## src/rtl/req_arbiter.sv

```systemverilog
// rtl/req_arbiter.sv - eight-way fixed-priority / round-robin arbiter with hold timeout
module req_arbiter #(
  parameter int MAX_HOLD = 16
) (
  input  logic       clk,
  input  logic       rst_n,
  input  logic       en,
  input  logic       mode,
  input  logic [7:0] req,
  output logic [7:0] gnt,
  output logic [2:0] gnt_id,
  output logic       busy,
  output logic       timeout
);

  typedef enum logic {IDLE, GRANT} state_t;

  localparam bit         HOLD_EN   = (MAX_HOLD != 0);
  localparam logic [7:0] HOLD_LAST = HOLD_EN ? 8'(MAX_HOLD - 1) : 8'd0;

  state_t     state;
  logic [7:0] hold_cnt;
  logic [2:0] last;
  logic [7:0] skip;

  logic [7:0] masked;
  logic [7:0] eligible;
  logic [2:0] win_fp;
  logic [2:0] win_rr;
  logic [2:0] rr_idx;
  logic       rr_found;
  logic [2:0] winner;
  logic       hold_release;
  logic       req_drop;

  // A skipped requester that is the only one asking is granted anyway.
  always_comb begin
    masked   = req & ~skip;
    eligible = (masked != 8'd0) ? masked : req;
  end

  always_comb begin
    win_fp = 3'd0;
    for (int i = 0; i < 8; i++) begin
      if (eligible[i]) win_fp = 3'(i);
    end
  end

  // Scan last+1 .. last+8 (mod 8); the previous winner is checked last.
  always_comb begin
    win_rr   = 3'd0;
    rr_idx   = 3'd0;
    rr_found = 1'b0;
    for (int i = 1; i <= 8; i++) begin
      rr_idx = last + 3'(i);
      if (!rr_found && eligible[rr_idx]) begin
        win_rr   = rr_idx;
        rr_found = 1'b1;
      end
    end
  end

  always_comb begin
    winner       = mode ? win_rr : win_fp;
    hold_release = HOLD_EN && (hold_cnt == HOLD_LAST);
    req_drop     = !req[gnt_id];
  end

  always_ff @(posedge clk or negedge rst_n) begin
    if (!rst_n) begin
      state    <= IDLE;
      gnt      <= 8'd0;
      gnt_id   <= 3'd0;
      busy     <= 1'b0;
      timeout  <= 1'b0;
      hold_cnt <= 8'd0;
      last     <= 3'd7;
      skip     <= 8'd0;
    end else begin
      timeout <= 1'b0;
      case (state)
        IDLE: begin
          if (en && (eligible != 8'd0)) begin
            gnt      <= 8'd1 << winner;
            gnt_id   <= winner;
            busy     <= 1'b1;
            hold_cnt <= 8'd0;
            last     <= winner;
            skip     <= 8'd0;
            state    <= GRANT;
          end else begin
            skip <= 8'd0;
          end
        end
        GRANT: begin
          // Timeout wins over a simultaneous release so the skip is still recorded.
          if (hold_release) begin
            skip    <= gnt;
            timeout <= 1'b1;
            gnt     <= 8'd0;
            gnt_id  <= 3'd0;
            busy    <= 1'b0;
            state   <= IDLE;
          end else if (req_drop) begin
            gnt    <= 8'd0;
            gnt_id <= 3'd0;
            busy   <= 1'b0;
            state  <= IDLE;
          end else begin
            hold_cnt <= hold_cnt + 8'd1;
          end
        end
        default: state <= IDLE;
      endcase
    end
  end

endmodule

```

## config.mk

```make
export PLATFORM = sky130hd
export DESIGN_NAME = req_arbiter
export DESIGN_NICKNAME = d
export VERILOG_FILES = /design/src/rtl/req_arbiter.sv
export SDC_FILE = /design/constraint.sdc
export NUM_CORES = 1
export LEC_CHECK = 0
export CAP_MARGIN = 15
export CORE_MARGIN = 3
export CORE_UTILIZATION = 40
export DETAILED_ROUTE_END_ITERATION = 16
export PLACE_DENSITY = 0.69
export SETUP_SLACK_MARGIN = 0.02
export SYNTH_ARGS = -nofsm -noshare
export SYNTH_HDL_FRONTEND = slang
export SYNTH_SLANG_ARGS = --single-unit
```

## constraint.sdc

```tcl
create_clock -name clk -period 4.3 [get_ports clk]
set_input_delay 0.645 -clock clk [delete_from_list [all_inputs] [get_ports clk]]
set_output_delay 0.645 -clock clk [all_outputs]
set_load 0.1 [all_outputs]
```

==> Yosys cells after proc, flatten, opt, wreduce, memory -nomap -nowiden <==
Index checks and enable logic that the tools add are counted.
{ "word_totals": {"reg_bits": 33, "elab_cells": 121, "input_bits": 12} }
{ "classes": {"n_shift": 1, "eq_ne": 6, "order_cmp": 9, "n_mux": 66, "n_reduce_logical": 20, "addsub": 8, "bitwise_logic": 3} }
{ "op_table": {"columns": ["op", "n"], "rows": [
  ["2-to-1 mux 8 bit", 8],
  ["2-to-1 mux 3 bit", 18],
  ["case mux 8 bit (2 select lines)", 3],
  ["less-than comparator 3 x 4 -> 1 bit, second input constant", 9],
  ["binary-select mux 1 bit (select 3 bit)", 9],
  ["2-to-1 mux 1 bit", 25],
  ["nonzero test 8 bit", 2],
  ["adder 3 bit, second input constant", 4],
  ["adder 8 x 1 -> 8 bit, second input constant", 1],
  ["AND 8 bit", 1],
  ["== test 8 x 4 -> 1 bit, second input constant", 1],
  ["logical AND 1 bit", 8],
  ["inverter 8 bit", 1],
  ["<< shifter 1 x 3 -> 8 bit, first input constant", 1],
  ["logical NOT 1 bit", 7],
  ["adder 3 x 2 -> 3 bit, second input constant", 2],
  ["case mux 3 bit (2 select lines)", 1],
  ["!= test 2 x 1 -> 1 bit, second input constant", 2],
  ["!= test 2 bit, second input constant", 2],
  ["case mux 1 bit (2 select lines)", 2],
  ["AND reduction 2 bit", 2],
  ["adder 3 x 1 -> 3 bit, second input constant", 1],
  ["!= test 3 bit, second input constant", 1],
  ["AND reduction 3 bit", 1],
  ["inverter 1 bit", 1]
]} }

==> Depth between registers and ports, before layout <==
{ "depth": {"word_depth": 32, "mapped_depth": 13, "mapped_depth_nobuf": 11} }

==> Worst setup path after synthesis <==
OpenSTA, ideal clock, no wires.
{ "synth_timing": {"path_kind": "register to register", "from": "register last[1]", "to": "register gnt[5]", "required_time_ns": 4.178, "path_buffers": 1, "stages_incl_launch_ff": 12, "slack_ns": 0.873, "setup_time_ns": 0.122, "arrival_time_ns": 3.305, "cell_sequence": "dfstp_2 -> clkinv_1 -> ha_1 -> clkbuf_1 -> a32o_2 -> mux4_2 -> a211oi_4 -> and3_1 -> o2bb2ai_1 -> a211oi_1 -> o31a_1 -> a22o_1"} }
{ "synth_between": {"elab_chain_len": 29} }
{ "synth_lines": {"columns": ["item", "line_no", "rtl"], "rows": [
  ["start: declaration", "23", "logic [2:0] last;"],
  ["start signal: assignment", "88", "last <= winner;"],
  ["adder 3 x 1 -> 3 bit", "55", "rr_idx = last + 3'(i);"],
  ["binary-select mux 1 bit (select 3 bit)", "56", "if (!rr_found && eligible[rr_idx]) begin"],
  ["2-to-1 mux 1 bit (not written as such)", "56", null],
  ["2-to-1 mux 1 bit", "56", null],
  ["logical NOT 1 bit", "56", null],
  ["logical AND 1 bit", "56", null],
  ["2-to-1 mux 1 bit", "56", null],
  ["logical NOT 1 bit", "56", null],
  ["[13 not listed]", null, null],
  ["2-to-1 mux 1 bit", "56", null],
  ["logical NOT 1 bit", "56", null],
  ["logical AND 1 bit", "56", null],
  ["2-to-1 mux 3 bit (*)", "56", null],
  ["2-to-1 mux 3 bit (*)", "64", "winner = mode ? win_rr : win_fp;"],
  ["<< shifter 1 x 3 -> 8 bit (*)", "84", "gnt <= 8'd1 << winner;"],
  ["2-to-1 mux 8 bit (*)", "83", "if (en && (eligible != 8'd0)) begin"],
  ["case mux 8 bit (2 select lines) (*)", "81", "case (state)"],
  ["end signal: assignment", "84", null],
  ["end: declaration", "10", "output logic [7:0] gnt,"]
]} }
Every way passes the cells marked *; elsewhere a longest branch is shown, timed or not. The select of a mux whose other input is x is not followed.
A chain may end at the register's enable or synchronous reset.

==> Worst setup path after layout <==
{ "layout_timing": {"from": "input req[2]", "to": "register gnt[2]"} }
{ "layout_between": {"elab_chain_len": 31} }
{ "layout_lines": {"columns": ["item", "line_no", "rtl"], "rows": [
  ["start: declaration", "9", "input logic [7:0] req,"],
  ["AND 8 bit", "38", "masked = req & ~skip;"],
  ["nonzero test 8 bit", "39", "eligible = (masked != 8'd0) ? masked : req;"],
  ["2-to-1 mux 8 bit", "39", null],
  ["binary-select mux 1 bit (select 3 bit)", "56", null],
  ["2-to-1 mux 1 bit (not written as such)", "56", null],
  ["2-to-1 mux 1 bit", "56", null],
  ["logical NOT 1 bit", "56", null],
  ["logical AND 1 bit", "56", null],
  ["[15 not listed]", null, null],
  ["2-to-1 mux 1 bit", "56", null],
  ["logical NOT 1 bit", "56", null],
  ["logical AND 1 bit", "56", null],
  ["2-to-1 mux 3 bit", "56", null],
  ["2-to-1 mux 3 bit", "64", null],
  ["<< shifter 1 x 3 -> 8 bit", "84", null],
  ["2-to-1 mux 8 bit", "83", null],
  ["case mux 8 bit (2 select lines)", "81", null]
]} }
Parallel ways exist; a longest one is shown, timed or not. The select of a mux whose other input is x is not followed.

==> summary.txt <==
Place
  • Port Buffers: 24
  • Post-DP HPWL: 6046 µm
  • GP Congestion: between 0.9 and 1

Run status
  • Outcome: finished, final reports clean

Yosys
  • Asr flop ratio synth: 100.0%
  • Synthesized instance count: 315
  • Most used DFF post-synth: dfrtp_1
  • Share of the synthesized area in the top cell type: between 20% and 30%
  • Top-count cell post-synth: nand2_1
  • Sequential share of the synthesized area: between 20% and 30%
  • Post-synth EDFFs: 0
  • Post-synthesis register bit count: 33
  • Synth top area cells: dfrtp_1 (27%), mux4_2 (8.1%), nand2_1 (6.0%), mux2i_1 (3.9%), nor2_1 (3.8%)
  • Synth Cell Area: ~2800 µm²
  • Top cell type by total area after synthesis: dfrtp_1
  • Mapped Avg Cell Area: roughly 8.9 µm²
  • Syn Nets: 330
  • Most frequent cells after synthesis: nand2_1 (45), dfrtp_1 (30), nor2_1 (28)
  • Synth warn: 0
  • Distinct cells, synth: 70

CTS
  • Worst-Skew Late Latency: 280 ps
  • Htree depth: 2
  • Clock Tree Root: clkbuf_8
  • Clock Sinks: 33
  • TritonCTS buffer count: 5
  • Hold buffer count at CTS: 0
  • Clock slew at reported path FFs: approximately 70 ps
  • CTS tree: built
  • Clk buf depth: 2

Layout
  • Share of layout cells above drive strength 1: ~16%
  • Fill count: between 600 and 700
  • Area delta synth->final: 16.67%
  • Total Nets Final: ~360
  • Multi-input logic area: roughly 1900 µm²
  • # diodes: 0
  • Sequential Area: between 800 and 900 µm²

Floorplan
  • Die ar.: 8020 µm²
  • Die width: between 80 and 90 µm
  • Ports: 25
  • Core area: 6568 µm²
  • Initial Utilization: a little over two fifths
  • Die height: roughly 90 µm
  • Num rows: 29

Timing
  • Slew @ Worst Pin: between 900 and 1000 ps
  • Setup repair after global routing missed its margin: false
  • Max-slew headroom: 34.77%
  • F_max: around 0.25 GHz
  • Max Slew Vio Count: 0
  • Setup TNS: 0 ps
  • Crit path time final: ~4000 ps
  • Worst Clk Skew: 3.905 ps
  • Setup violators final: 0
  • Hold Fails Final Rpt: 0
  • Final period utilization: 94.25%
  • Worst Hold Slack: between 500 and 600 ps

Setup path
  • Worst path required time: between 4000 and 5000 ps
  • CP endpoint kind: flop
  • Worst Path Max Fanout: 7
  • WS Path Type: input pin to flop
  • Worst Setup Start Kind: input pin
  • Worst EP arrival: approximately 4200 ps

Job
  • Maxcap violations: 0

Pwr
  • P per Cell Area: 826.8 nW/µm²
  • Leakage power: 1.380 nW
  • Maximum VDD drop: a little over 0.4 mV
  • Net Sw Power: between 1 and 1.5 mW
  • Clock group share of total power: 8.2%
  • Pint: around 1.2 mW
  • Combinational fraction of design power: roughly 74%
  • Fraction of power spent switching nets: 54.41%
  • Sequential share of power: a little under a fifth

Drt
  • DRC: 0
  • Detail Route Antenna Nets: 0
  • DR WL/cell: 18.27 µm
  • Iter 0 DRT Violations: between 300 and 400
  • Drt first pass iters: 5
  • Vias per cell: around 6.2
  • Vias: ~2.7k
  • Total wire length: around 8000 µm

Global routing
  • Number of global-route vias before repair: about 2.6k
  • Global-route wire length before repair: 13230 µm
  • Pin count of the biggest net entering global routing: 24
  • Grt total ovfl: 0
  • Initial antenna violation count: 0
  • Tot GR Track Use: about a fifth

Min path
  • Hold WC Path Type: flop to flop
final timing paths:
kind / start / endpoint / slack [ps] / depth (start not counted)
worst max-delay path: req[2] / gnt[2] / 250 / 12
worst min-delay path: busy / busy / 500 / 2
worst max register to register: last[0] / gnt[7] / 520 / 11
worst min register to register: busy / busy / 500 / 2
max in group asynchronous: rst_n / last[1] / 2830 / 2
min in group asynchronous: rst_n / busy / 720 / 1
sequential cells by signal, summed over array words and instances, names as in the netlist:
name	cells
busy	1
gnt	8
gnt_id	3
hold_cnt	8
last	3
skip	8
state	1
timeout	1
final cells by class:
type                       instances  share of cell area, %
timing repair buffer              36                  10.14
sequential                        33                  25.46
multi-input combinational        258                  57.14
clock buffer                       6                  2.227
clock inverter                     2                 0.3072
tap                               93                  3.571
inverter                          10                  1.152
what timing repair did:
action                     in CTS  in global routing
setup endpoints to repair       0                  5
setup buffers                   0                  0
gates resized for setup         0                  1
kinds of logic (layout without fill, tap and decap cells):
family / after synthesis / after routing / share of synthesized area, %
AO/OA/AOI/OAI: 95 / 95 / 27.69
multiplexers: 22 / 22 / 12.41
AND/OR/NAND/NOR: 130 / 130 / 22.49
buffers and inverters: 24 / 54 / 3.853
flip-flops: 33 / 33 / 29.70
XOR/XNOR: 8 / 8 / 2.509
adder cells (fa/ha/maj): 3 / 3 / 1.344
critical path: stages:
cell             delay (ps)
clkdlybuf4s50_1         510
nand2b_1                160
o2111a_1                430
a21boi_2                180
o22ai_1                 520
nor2_1                  110
mux4_2                  500
and3_1                  220
o2bb2ai_1               120
a211oi_1                360
o31a_1                  340
o21ai_1                 120
placed cells by master (no fill, tap or decap), types with 5 or more instances in the layout:
| master | instances |
|---|---|
| o22a_1 | 5 |
| o21ai_1 | 9 |
| mux2i_1 | 11 |
| nor2_1 | 28 |
| nand3_1 | 12 |
| nand2_1 | 45 |
| o22ai_1 | 10 |
| xor2_1 | 5 |
| clkbuf_8 | 5 |
| clkdlybuf4s50_1 | 24 |
| nand2b_1 | 15 |
| nand4_1 | 6 |
| mux4_2 | 10 |
| o21ai_0 | 10 |
| buf_4 | 12 |
| inv_1 | 6 |
| dfrtp_1 | 30 |
per-layer routing:
layer / global-route usage (%) / vias to the layer above / wire length [µm]
li1: - / 1258 / -
met1: 30.21 / 1269 / 3569
met2: 33.31 / 159 / 3609
met3: 4.424 / 15 / 698
met4: 5.548 / 0 / 125
met5: 0 / - / 0
per-stage QoR:
| step | instances | power (mW) | instance area, µm² | setup slack, ps | utilization (%) |
|---|---|---|---|---|---|
| after detailed placement | 430 | 2.427 | 3169 | 11.97 | 48.26 |
| final | 438 | 2.694 | 3258 | 247.4 | 49.61 |
| after floorplan | 315 | 1.962 | 2793 | 873.3 | - |
| after CTS | 438 | 2.661 | 3252 | 290.0 | 49.51 |
| after global placement | 430 | 2.416 | 3169 | 62.01 | 48.26 |
| after global routing | 438 | 2.868 | 3258 | 39.61 | 49.61 |
power groups by stage:
stage	Clock, mW	Combinational [mW]	Sequential [mW]
3_3_place_gp	0	1.92	0.493
6_report	0.220	1.98	0.491
4_1_cts	0.228	1.94	0.488
3_5_place_dp	0	1.93	0.492
5_1_grt	0.242	2.12	0.502
2_1_floorplan	0	1.19	0.771
(Power assumes the default switching activity.)
